--- src/rtl/traffic_pkg.sv ---
// Shared types and constants for the emergency request front-end.
// Lane bit indices follow the Breadboard lane bus {w1,w2,s1,s2,e1,e2,n1,n2}.
package traffic_pkg;

    localparam int NUM_LANES = 8;

    localparam int LANE_W1 = 7;
    localparam int LANE_W2 = 6;
    localparam int LANE_S1 = 5;
    localparam int LANE_S2 = 4;
    localparam int LANE_E1 = 3;
    localparam int LANE_E2 = 2;
    localparam int LANE_N1 = 1;
    localparam int LANE_N2 = 0;

    typedef enum logic [1:0] {
        IDLE  = 2'd0,
        GRANT = 2'd1,
        GAP   = 2'd2
    } state_e;

    // Round-robin pick: first set bit of req searching upward from ptr,
    // wrapping 7 -> 0. Returns {found, index}.
    function automatic logic [3:0] rr_pick(
        input logic [NUM_LANES-1:0] req,
        input logic [2:0]           ptr
    );
        logic [3:0] r;
        logic [2:0] idx;
        r = '0;
        // Walk offsets from farthest to nearest so the nearest hit wins.
        for (int k = NUM_LANES - 1; k >= 0; k--) begin
            idx = ptr + 3'(k);
            if (req[idx]) begin
                r = {1'b1, idx};
            end
        end
        return r;
    endfunction

endpackage

--- src/rtl/lane_debounce.sv ---
// Per-lane sensor debounce: emits a one-cycle accept pulse when the sensor
// has been high for DEB_CYCLES consecutive cycles. Ports: clk, rst (async
// active-low), sense (raw level), accept_pulse (combinational, one cycle).
module lane_debounce #(
    parameter int DEB_CYCLES = 3
) (
    input  logic clk,
    input  logic rst,
    input  logic sense,
    output logic accept_pulse
);

    localparam logic [3:0] DEB_C  = 4'(DEB_CYCLES);
    localparam logic [3:0] LAST_C = 4'(DEB_CYCLES - 1);

    logic [3:0] cnt_q;
    logic [3:0] cnt_d;

    always_comb begin
        cnt_d = cnt_q;
        if (!sense) begin
            cnt_d = '0;
        end else if (cnt_q != DEB_C) begin
            cnt_d = cnt_q + 4'd1;
        end
    end

    // Fires only on the cycle the count reaches DEB_CYCLES; a saturated
    // counter keeps a held sensor from re-arming.
    assign accept_pulse = sense && (cnt_q == LAST_C);

    always_ff @(posedge clk or negedge rst) begin
        if (!rst) begin
            cnt_q <= '0;
        end else begin
            cnt_q <= cnt_d;
        end
    end

endmodule

--- src/rtl/emergency_request_arbiter.sv ---
// Emergency request arbiter: debounces 8 lane sensors, queues requests and
// grants one lane at a time round-robin, with min/max hold and a cool-down gap.
// Ports: clk, rst (async active-low), emgSense[7:0] raw sensors,
// emgSignal / emgLane[7:0] registered grant, pending[7:0] queued requests.
module emergency_request_arbiter
    import traffic_pkg::*;
#(
    parameter int DEB_CYCLES = 3,
    parameter int MIN_HOLD   = 4,
    parameter int MAX_HOLD   = 20,
    parameter int GAP_CYCLES = 2
) (
    input  logic       clk,
    input  logic       rst,
    input  logic [7:0] emgSense,
    output logic       emgSignal,
    output logic [7:0] emgLane,
    output logic [7:0] pending
);

    localparam logic [7:0] MIN_C = 8'(MIN_HOLD);
    localparam logic [7:0] MAX_C = 8'(MAX_HOLD);
    localparam logic [7:0] GAP_C = 8'(GAP_CYCLES);

    logic [NUM_LANES-1:0] accept;

    for (genvar i = 0; i < NUM_LANES; i++) begin : g_lane
        lane_debounce #(
            .DEB_CYCLES (DEB_CYCLES)
        ) u_deb (
            .clk          (clk),
            .rst          (rst),
            .sense        (emgSense[i]),
            .accept_pulse (accept[i])
        );
    end

    state_e     state_q, state_d;
    logic [7:0] pending_q, pending_d;
    logic [2:0] ptr_q, ptr_d;
    logic [2:0] win_q, win_d;
    logic [7:0] cnt_q, cnt_d;
    logic       sig_q, sig_d;
    logic [7:0] lane_q, lane_d;
    logic [7:0] clr;
    logic [3:0] pick;

    always_comb begin
        state_d = state_q;
        ptr_d   = ptr_q;
        win_d   = win_q;
        cnt_d   = cnt_q;
        sig_d   = sig_q;
        lane_d  = lane_q;
        clr     = '0;
        pick    = rr_pick(pending_q, ptr_q);

        unique case (state_q)
            IDLE: begin
                if (pick[3]) begin
                    state_d      = GRANT;
                    win_d        = pick[2:0];
                    ptr_d        = pick[2:0] + 3'd1;
                    clr[pick[2:0]] = 1'b1;
                    cnt_d        = 8'd1;
                    sig_d        = 1'b1;
                    lane_d       = 8'd1 << pick[2:0];
                end
            end
            GRANT: begin
                if ((cnt_q >= MIN_C && !emgSense[win_q]) || cnt_q == MAX_C) begin
                    sig_d  = 1'b0;
                    lane_d = '0;
                    if (GAP_CYCLES > 0) begin
                        state_d = GAP;
                        cnt_d   = 8'd1;
                    end else begin
                        state_d = IDLE;
                        cnt_d   = '0;
                    end
                end else begin
                    cnt_d = cnt_q + 8'd1;
                end
            end
            GAP: begin
                if (cnt_q >= GAP_C) begin
                    state_d = IDLE;
                    cnt_d   = '0;
                end else begin
                    cnt_d = cnt_q + 8'd1;
                end
            end
            default: begin
                state_d = IDLE;
                cnt_d   = '0;
                sig_d   = 1'b0;
                lane_d  = '0;
            end
        endcase

        // A new accept on the grant edge survives the clear.
        pending_d = (pending_q & ~clr) | accept;
    end

    always_ff @(posedge clk or negedge rst) begin
        if (!rst) begin
            state_q   <= IDLE;
            pending_q <= '0;
            ptr_q     <= '0;
            win_q     <= '0;
            cnt_q     <= '0;
            sig_q     <= 1'b0;
            lane_q    <= '0;
        end else begin
            state_q   <= state_d;
            pending_q <= pending_d;
            ptr_q     <= ptr_d;
            win_q     <= win_d;
            cnt_q     <= cnt_d;
            sig_q     <= sig_d;
            lane_q    <= lane_d;
        end
    end

    assign emgSignal = sig_q;
    assign emgLane   = lane_q;
    assign pending   = pending_q;

endmodule

--- config.mk ---
export PLATFORM = sky130hd
export DESIGN_NAME = emergency_request_arbiter
export DESIGN_NICKNAME = d
export VERILOG_FILES = /design/src/rtl/traffic_pkg.sv /design/src/rtl/lane_debounce.sv /design/src/rtl/emergency_request_arbiter.sv
export SDC_FILE = /design/constraint.sdc
export NUM_CORES = 1
export LEC_CHECK = 0
export BUFFER_PORTS_ARGS = -buffer_cell sky130_fd_sc_hd__buf_4
export CORE_ASPECT_RATIO = 0.5
export CORE_MARGIN = 4
export CORE_UTILIZATION = 40
export DETAILED_ROUTE_END_ITERATION = 12
export PLACE_DENSITY = 0.53
export SLEW_MARGIN = 10
export SYNTH_ARGS = -nofsm -noshare
export SYNTH_HDL_FRONTEND = slang
export SYNTH_SLANG_ARGS = --single-unit
export TNS_END_PERCENT = 10
--- constraint.sdc ---
create_clock -name clk -period 6.8 [get_ports clk]
set_clock_uncertainty 0.05 [all_clocks]
set_input_delay 0.34 -clock clk [delete_from_list [all_inputs] [get_ports clk]]
set_output_delay 0.34 -clock clk [all_outputs]
set_load 0.005 [all_outputs]
[Word level (Yosys, flattened, before mapping)]
Cells that the tools add are included.
Storage, ports and cells
  logic and storage cells: 156
  output and inout port bits: 17
  input port bits: 10
  bits in latches: 0
  memories kept: 0
  memory bits (read-only): 0
  RAM bits: 0
  register bits after elaboration: 65
Operators by class
  div/mod/pow operators: 0
  multiply operators: 0
  bitwise gates (word level): 4
  reductions and logical operators: 16
  equal/unequal tests: 30
  mux-type cells: 60
  $lt $le $gt $ge: 13
  shifts and indexed selects: 1
  add/sub/neg operators: 17
Operators with widths (number)
  4-bit 2-to-1 mux: 24
  8-bit 2-to-1 mux: 7
  8-bit one-hot mux with 3 select lines: 2
  3-bit by 4-bit < comparator with 1-bit output (second input constant): 10
  4-bit by 1-bit adder with 4-bit output (second input constant): 8
  4-bit by 2-bit == test with 1-bit output (second input constant): 8
  4-bit by 2-bit inequality test with 1-bit output (second input constant): 8
  1-bit binary-select mux with 3-bit select: 9
  2-bit by 1-bit inequality test with 1-bit output (second input constant): 8
  3-bit adder (second input constant): 4
  1-bit 2-to-1 mux: 12
  1-bit logical AND: 10
  8-bit by 1-bit adder with 8-bit output (second input constant): 1
  8-bit bitwise AND: 1
  8-bit by 5-bit == test with 1-bit output (second input constant): 1
  8-bit by 2-bit >= comparator with 1-bit output (second input constant): 1
  8-bit by 3-bit >= comparator with 1-bit output (second input constant): 1
  8-bit NOT: 1
  8-bit OR: 1
  1-bit by 3-bit << shifter with 8-bit output (first input constant): 1
  3-bit by 1-bit adder with 3-bit output (second input constant): 2
  3-bit by 2-bit adder with 3-bit output (second input constant): 2
  2-bit 2-to-1 mux: 3
  2-bit inequality test (second input constant): 3
  12 further kinds: 13

[Depth between registers and ports, before layout]
Gate-level depths: netlist of the first run.
  depth after elaboration: 20
  mapped depth: 18

[Hierarchy]
Synthesis of the first run repeated with hierarchy kept, for this count alone.
Second synthesis, totals
  cell total of the unflattened synthesis: 463
  area total of the unflattened synthesis: 4662.0 sq um
By module, submodules not included
  emergency_request_arbiter: times used 1, area each 2720.1 sq um, cells each 279
  lane_debounce: times used 8, area each 242.7 sq um, cells each 23

[Least setup slack after synthesis of the first run]
OpenSTA, ideal clock, no wires.
  kind: register to register
  from: reg ptr_q[0]
  to: reg ptr_q[2]
  arrival: 3578 ps
  buffers on the path: 6
  cell stages (with the launch flop): 18
  period minus slack after synthesis: 3753 ps
  setup slack: 3047 ps
  cells stage by stage: dfrtp_1 buf_6 buf_12 buf_6 buf_4 inv_1 ha_1 clkbuf_1 mux4_2 a21boi_0 nor3_1 o22ai_1 or2_1 buf_2 clkinv_2 nor2_1 ha_1 mux2_2
Between the ends
  cells in the longest elaborated chain, start to end: 12
Ends and longest elaborated chain
  start, declared: line emergency_request_arbiter.sv:40  | logic [2:0] ptr_q, ptr_d;
  start signal, assigned: line emergency_request_arbiter.sv:117  | ptr_q <= ptr_d;
  3-bit adder: line traffic_pkg.sv:33  | idx = ptr + 3'(k);
  1-bit binary-select mux with 3-bit select: line traffic_pkg.sv:34  | if (req[idx]) begin
  1-bit 2-to-1 mux (not written as such): line traffic_pkg.sv:34
  4-bit 2-to-1 mux (7 in series): line traffic_pkg.sv:34
  4-bit 2-to-1 mux *: line traffic_pkg.sv:34
  3-bit by 1-bit adder with 3-bit output or 2-bit AND reduction (tied branches)
Every way passes the cells marked *; elsewhere a longest branch is shown, timed or not. The select of a mux whose other input is x is not followed.
A chain may end at the register's enable or synchronous reset.

[Worst setup path after layout of the first run]
  from: reg ptr_q[1]
  to: reg ptr_q[2]
The elaborated chain is that of the path after synthesis.

==> results by group, run 1 <==
Synth
  – Yosys warnings: 0
  – Seq/Total Area, Yosys: 36.0%
  – Syn nets: 481
  – Mapped cell area: 0.00452 mm2
  – Mapped Cells: 448
  – Synth cell types: 65
  – Async SR Flop Fraction: 100%
  – Post-synth top area share: 36.0%
  – Syn Area/Cell: 10.1 um2
  – Post-synth EDFFs: 0
  – Ranking of synthesized cells by area: dfrtp_1, mux4_2, ha_1, mux2i_1, xnor2_1
  – Largest area contributor in the netlist: dfrtp_1
  – Synth Register Bits: 65
  – Synth Flop Type: dfrtp_1

Finish
  – Post-layout net count: 495
  – Reg area: 0.00163 mm2
  – Area Overhead vs Synth: 11.3%
  – Layout cells sized above 1: 18.0%
  – Most frequent cells in the layout: dfrtp_1, nor2_1, nand2_1
  – Commonest non-fill, non-tap cell in the layout: dfrtp_1
  – Fillcell total: 1058
  – ANT cells: 0
  – Area of the multi-input gates: 0.00266 mm2

STA
  – Fin Setup TNS: 0 ns
  – Max Clk Rate: 241 MHz
  – Final Hold Fails: 0
  – WHS: 0.0611 ns
  – Tcrit/Tclk final: 61.0%
  – Finish-stage setup viols: 0
  – Tightest Pin Transition: 1.07 ns
  – Max-slew headroom: 28.8%
  – Final Critical Period: 4.15 ns
  – Fin. max-slew vios: 0
  – RSZ-0062 raised after global routing: false

Worst setup path
  – WP data arrival: 4.30 ns
  – Most common cell on crit path: ha_1
  – Top delay family on crit path: adder cells
  – R2r setup slk: 2.65 ns
  – Crit start category: flop
  – Critical path's slowest cell: dfrtp_1
  – Critical path's largest stage delay: 0.82 ns
  – CP Class: reg2reg
  – Max FO, Critical Path: 20
  – CP Cell Sequence: inv_1, ha_1, mux4_2, a21boi_0, nor3_1, o22ai_1, or2_1, clkinv_2, nor2_1, ha_1, mux2_2
  – Worst EP required: 6.96 ns
  – Crit end category: flop
  – CP bufs+invs: 2

Global routing
  – Vias in the first global route: 3324
  – First-pass GRT wire length: 17.2 mm
  – Largest net degree at the start of global routing: 66
  – Grt total ovfl: 0
  – Overall Global Routing Usage: 16.2%
  – Initial antenna violation count: 0

Floorplan
  – Die Y: 83.2 um
  – Die area: 0.0132 mm2
  – Rows: 27
  – Core area: 0.0110 mm2
  – Initial Util: 41.0%
  – Die width: 158 um
  – Boundary Pins: 27

CTS
  – Max Root-Sink Buffers: 2
  – Clk pin slew, worst setup/hold paths: 0.05 ns
  – Cts bufs inserted: 9
  – CTS Root Cell: clkbuf_16
  – Post_cts resized: 0
  – CTS tree: built
  – H-tree levels: 3
  – Worst-Skew Late Latency: 0.33 ns
  – Clock Sink Count: 65
  – Hold buffer count at cts: 0
  – Post-CTS setup buffer count: 0

Hold path
  – Path type of the worst min-delay path: in2async

Placement
  – PortBufs: 26
  – Gpl congestion: 0.862
  – DP HPWL: 6.91 mm

Route
  – Final WL: 9.98 mm
  – DRT iter0 DRCs: 209
  – DR WL/cell: 16.3 um
  – Via count: 3408
  – DRC viols: 0
  – Router iterations before antenna repair: 5
  – Vias per Instance: 5.58
  – Routed Antenna Nets: 0

Power
  – Worst vdd ir: 0.172 mV
  – Power Dens Cells: 545 mW/mm2
  – Pleak: 2.25 nW

Outcome
  – Outcome: completed

Flow run
  – Maximum capacitance violations: 0
==> where the power goes <==
group | internal (mW) | leakage, nW | switching [mW]
clock network | 0.252 | 0.135 | 0.159
logic | 0.759 | 1.27 | 0.889
registers | 0.487 | 0.840 | 0.197
==> metrics by stage <==
step | total power, mW | instance area (um2) | cells | utilization, % | worst slack, ns
final | 2.74 | 5030 | 611 | 45.7 | 2.65
after global routing | 2.99 | 5030 | 611 | 45.7 | 2.32
after CTS | 2.76 | 5030 | 611 | 45.7 | 2.67
after detailed placement | 2.33 | 4770 | 596 | 43.3 | 2.68
after global placement | 2.34 | 4770 | 596 | 43.3 | 2.74
after floorplan | 1.96 | 4520 | 448 | - | 3.05
==> routing by layer <==
layer	vias up	part of all wire, %	track usage [%]
li1	1660	-	-
met1	1663	51	24.5
met2	74	43	22.7
met3	11	4.8	3.90
met4	0	1.5	5.03
met5	-	0	0
==> synth_stat cells, types with 2 or more instances <==
master,count
a32o_1,8
xnor2_1,16
o31ai_1,3
clkinv_2,2
a31oi_1,7
nand3b_1,9
o22ai_1,2
nand3_1,12
nor2_1,37
o211a_1,8
o21ai_0,11
a21o_1,5
a21boi_0,10
clkbuf_1,13
nor3b_1,7
o2111ai_1,3
inv_1,19
or3_1,3
a221oi_1,2
nor3_1,3
nor4_1,2
o211ai_1,2
buf_4,4
mux2i_1,14
a211oi_1,3
or2_1,2
a31o_2,2
mux2_4,2
ha_1,23
buf_6,2
o21ai_1,5
mux2_2,9
dfrtp_1,65
a211o_1,2
and3_1,8
mux4_2,17
nand2_1,35
nand2b_1,11
and2_1,21
a21oi_1,9
buf_2,6
==> final cells by class <==
class	count	area share, %
clock buffer	11	4.82
clock inverter	4	0.398
multi-input combinational	336	52.9
timing repair buffer	29	4.33
sequential	65	32.3
tap	145	3.61
inverter	21	1.62
==> logic make-up after synthesis <==
family / share of synthesized area, %
AO/OA/AOI/OAI: 15.9
XOR/XNOR: 3.65
adder cells (fa/ha/maj): 6.37
buffers and inverters: 5.15
flip-flops: 36.0
multiplexers: 15.0
AND/OR/NAND/NOR: 18.0
==> worst paths after layout <==
| check | from | to | cells after the start |
|---|---|---|---|
| max | ptr_q[1] | ptr_q[2] | 11 |
| min | rst | g_lane[5].u_deb.cnt_q[3] | 1 |
| max reg2reg | ptr_q[1] | ptr_q[2] | 11 |
| min reg2reg | emgSignal | emgSignal | 2 |
| max in group asynchronous | rst | g_lane[0].u_deb.cnt_q[2] | 1 |
| min in group clk | emgSense[4] | g_lane[4].u_deb.cnt_q[3] | 2 |
==> worst reg2reg max path, cell delays in order, from the launching register on <==
cell,delay [ns]
dfrtp_1,0.82
inv_1,0.32
ha_1,0.67
mux4_2,0.62
a21boi_0,0.15
nor3_1,0.15
o22ai_1,0.14
or2_1,0.33
clkinv_2,0.16
nor2_1,0.07
ha_1,0.27
mux2_2,0.27
==> registers in the layout, summed over array words and instances, names as in the netlist <==
signal and flops:
g_lane.u_deb.cnt_q 32, win_q 3, cnt_q 8, state_q 2
ptr_q 3, emgLane 8, emgSignal 1, pending 8
(Power assumes the default switching activity.)
==> inputs of run 2 (changes only) <==
- ABC_AREA: not set -> 1
- PLACE_DENSITY: 0.53 -> 0.56
- clock period: 6.8 -> 3.5 ns (I/O delays scaled with it)
==> run 2 against run 1 <==
Net effect:
- combinational power is 44% higher
- first-iteration DRC count fell by 29%
- worst setup slack lost 2.2 ns
- utilization rose by 2.1 points
- via count down 7.9%
- sequential power increased by 64%
- critical path depth up 6
- die area decreased by 13%
- non-clock buffer count decreased by 2
- largest power group unchanged
==> results by group, run 2 <==
Worst setup path
  – Worst EP required: 3.66 ns (-3.30 ns)
  – WP data arrival: 3.16 ns (-1.14 ns)
  – Critical path's largest stage delay: 0.55 ns (-0.27 ns)
  – Critical path's slowest cell: dfrtp_1
  – Crit start category: flop
  – Most common cell on crit path: nand2_1
  – CP Class: reg2reg
  – CP Cell Sequence: inv_4, ha_1, inv_1, nand3_1, nand3_2, nand2_2, a21oi_1, nand2_1, nand2_1, nand2_1, nand2_1, nand2_1, a21oi_2, nor2_1, ha_1, nand2_1, o21ai_0
  – Crit end category: flop
  – Max FO, Critical Path: 11 (-45%)

Finish
  – Most frequent cells in the layout: nand2_1, inv_1, dfrtp_1
  – Max reg flops: 32 (unchanged)
  – Most flops, register: g_lane.u_deb.cnt_q
  – Layout cells sized above 1: 14.8% (-3.3 points)
  – ANT cells: 0 (unchanged)
  – Area Overhead vs Synth: 16.5%
  – Commonest non-fill, non-tap cell in the layout: nand2_1
  – Post-layout net count: 543 (+9.7%)

Route
  – DRC viols: 0 (unchanged)
  – Router iterations before antenna repair: 4 (-1)
  – Via count: 3140 (-7.9%)
  – Final WL: 8.34 mm (-16%)
  – Routed Antenna Nets: 0 (unchanged)
  – DR WL/cell: 12.8 um (-21%)
  – Vias per Instance: 4.83 (-13%)
  – DRT iter0 DRCs: 149 (-29%)

Global routing
  – Largest net degree at the start of global routing: 66 (unchanged)
  – Overall Global Routing Usage: 16.0% (-0.19 points)
  – Grt met2 use: 25.1% (+2.4 points)
  – Grt met1 use: 21.8% (-2.7 points)
  – Met3 Use GR: 5.60% (+1.7 points)
  – Grt total ovfl: 0 (unchanged)
  – First-pass GRT wire length: 14.6 mm (-15%)
  – Vias in the first global route: 3050 (-8.2%)
  – Most crowded layer after global routing: met2
  – Initial antenna violation count: 0 (unchanged)

Power
  – Power Dens Cells: 978 mW/mm2 (+79%)
  – Worst vdd ir: 0.416 mV (+140%)
  – Total power: 4.42 mW (+61%)
  – Pleak: 2.19 nW (-2.5%)

CTS
  – Worst-Skew Late Latency: 0.34 ns (about the same)
  – Clock Sink Count: 65 (unchanged)
  – Max Root-Sink Buffers: 2 (unchanged)
  – H-tree levels: 3 (unchanged)
  – Cts bufs inserted: 9 (unchanged)
  – Post_cts resized: 0 (unchanged)
  – Hold buffer count at cts: 1 (+1)
  – Post-CTS setup buffer count: 0 (unchanged)
  – CTS Root Cell: clkbuf_16
  – Clk pin slew, worst setup/hold paths: 0.06 ns (about the same)
  – CTS tree: built

Floorplan
  – Die width: 147 um (-7.0%)
  – Boundary Pins: 27 (unchanged)
  – Die Y: 77.6 um (-6.7%)
  – Die area: 0.0114 mm2 (-13%)
  – Initial Util: 41.1% (about the same)
  – Rows: 25 (-7.4%)
  – Core area: 0.00945 mm2 (-14%)

Synth
  – Largest area contributor in the netlist: dfrtp_1
  – Yosys warnings: 0 (unchanged)
  – Count leader, synth: nand2_1
  – Syn nets: 509 (+5.8%)
  – Synth Register Bits: 65 (unchanged)
  – Ranking of synthesized cells by area: dfrtp_1, nand2_1, nand3_1, ha_1, inv_1
  – Syn Area/Cell: 8.15 um2 (-19%)
  – Mapped cell area: 0.00388 mm2 (-14%)
  – Async SR Flop Fraction: 100% (unchanged)
  – Post-synth EDFFs: 0 (unchanged)
  – Seq/Total Area, Yosys: 41.9% (+6.0 points)
  – Post-synth top area share: 41.9% (+6.0 points)
  – Synth Flop Type: dfrtp_1
  – Mapped Cells: 476 (+6.3%)
  – Most instantiated cells after synthesis: nand2_1, inv_1, dfrtp_1
  – Synth cell types: 37 (-43%)

Placement
  – PortBufs: 26 (unchanged)
  – Gpl congestion: 0.834 (-3.2%)
  – DP HPWL: 6.27 mm (-9.2%)

STA
  – Fin. max-slew vios: 0 (unchanged)
  – Max Clk Rate: 334 MHz (+38%)
  – Fin Setup TNS: 0 ns (unchanged)
  – Final Critical Period: 3.00 ns (-1.15 ns)
  – Max-slew headroom: 43.9% (+15 points)
  – Final Hold Fails: 0 (unchanged)
  – Tcrit/Tclk final: 85.6% (+25 points)
  – Tightest Pin Transition: 0.841 ns (-0.227 ns)
  – Finish-stage setup viols: 0 (unchanged)
  – RSZ-0062 raised after global routing: false

Flow run
  – Maximum capacitance violations: 0 (unchanged)

Hold path
  – Path type of the worst min-delay path: in2reg

Outcome
  – Outcome: completed
-- run 2: cell count changes after synthesis, moves of 12 or more --
cell and change:
and2_1 -19, nand3_1 +48, mux2i_1 -14, clkbuf_1 -12, mux4_2 -17, inv_1 +50
o22ai_1 +16, nand2_1 +57
-- run 2: cell type report --
cell class / instances / area, um2
clock buffers: 9 / 225
clock inverters: 7 / 78.8
fillers: 950 / 4930
inverters: 75 / 284
multi-input cells: 332 / 1930
flip-flops and latches: 65 / 1630
well taps: 135 / 169
repair buffers: 27 / 205
-- run 2: kinds of logic (layout without fill, tap and decap cells) --
family | after synthesis | in the layout | share of synthesized area, %
XOR/XNOR | 22 | 22 | 4.97
flip-flops | 65 | 65 | 41.9
adder cells (fa/ha/maj) | 23 | 23 | 7.42
AO/OA/AOI/OAI | 63 | 63 | 9.90
buffers and inverters | 79 | 118 | 8.35
AND/OR/NAND/NOR | 224 | 224 | 27.4
-- run 2: power breakdown --
part           switching [mW]  total, mW  internal (mW)
Combinational            1.55       2.38          0.821
Sequential              0.195       1.12          0.927
Clock                   0.360      0.917          0.557
-- run 2: per-stage QoR --
stage	hold WS [ns]	std cells	setup slack [ns]	utilization [%]	area [um2]
3_3_place_gp	0.285	633	0.623	44.5	4200
6_report	0.0595	650	0.504	47.8	4520
2_1_floorplan	-0.171	476	0.853	-	3880
5_1_grt	0.0594	650	0.209	47.8	4520
4_1_cts	0.0515	650	0.525	47.8	4520
3_5_place_dp	0.293	633	0.531	44.5	4200
-- run 2: final timing paths --
kind	from	end	slack (ns)	depth (start not counted)
setup / recovery	ptr_q[0]	ptr_q[2]	0.50	17
hold / removal	emgSense[2]	g_lane[2].u_deb.cnt_q[0]	0.06	3
setup reg to reg	ptr_q[0]	ptr_q[2]	0.50	17
hold reg to reg	g_lane[1].u_deb.cnt_q[3]	g_lane[1].u_deb.cnt_q[3]	0.49	2
max in group asynchronous	rst	g_lane[5].u_deb.cnt_q[1]	2.41	2
min in group asynchronous	rst	cnt_q[2]	0.42	2
-- run 2: critical path, delay by kind of cell, from the launching register on --
family / cells / cell delay [ns]
simple gates: 10 / 0.81
fa+ha+maj: 2 / 0.70
flops: 1 / 0.55
compound gates: 3 / 0.42
buf+inv: 2 / 0.34
-- run 2: layer usage --
layer	share of wire [%]	routed length, um	vias up
met5	0	0	-
met4	0.83	69	0
met3	3.1	257	8
met2	45	3720	27
met1	52	4300	1479
li1	-	-	1626
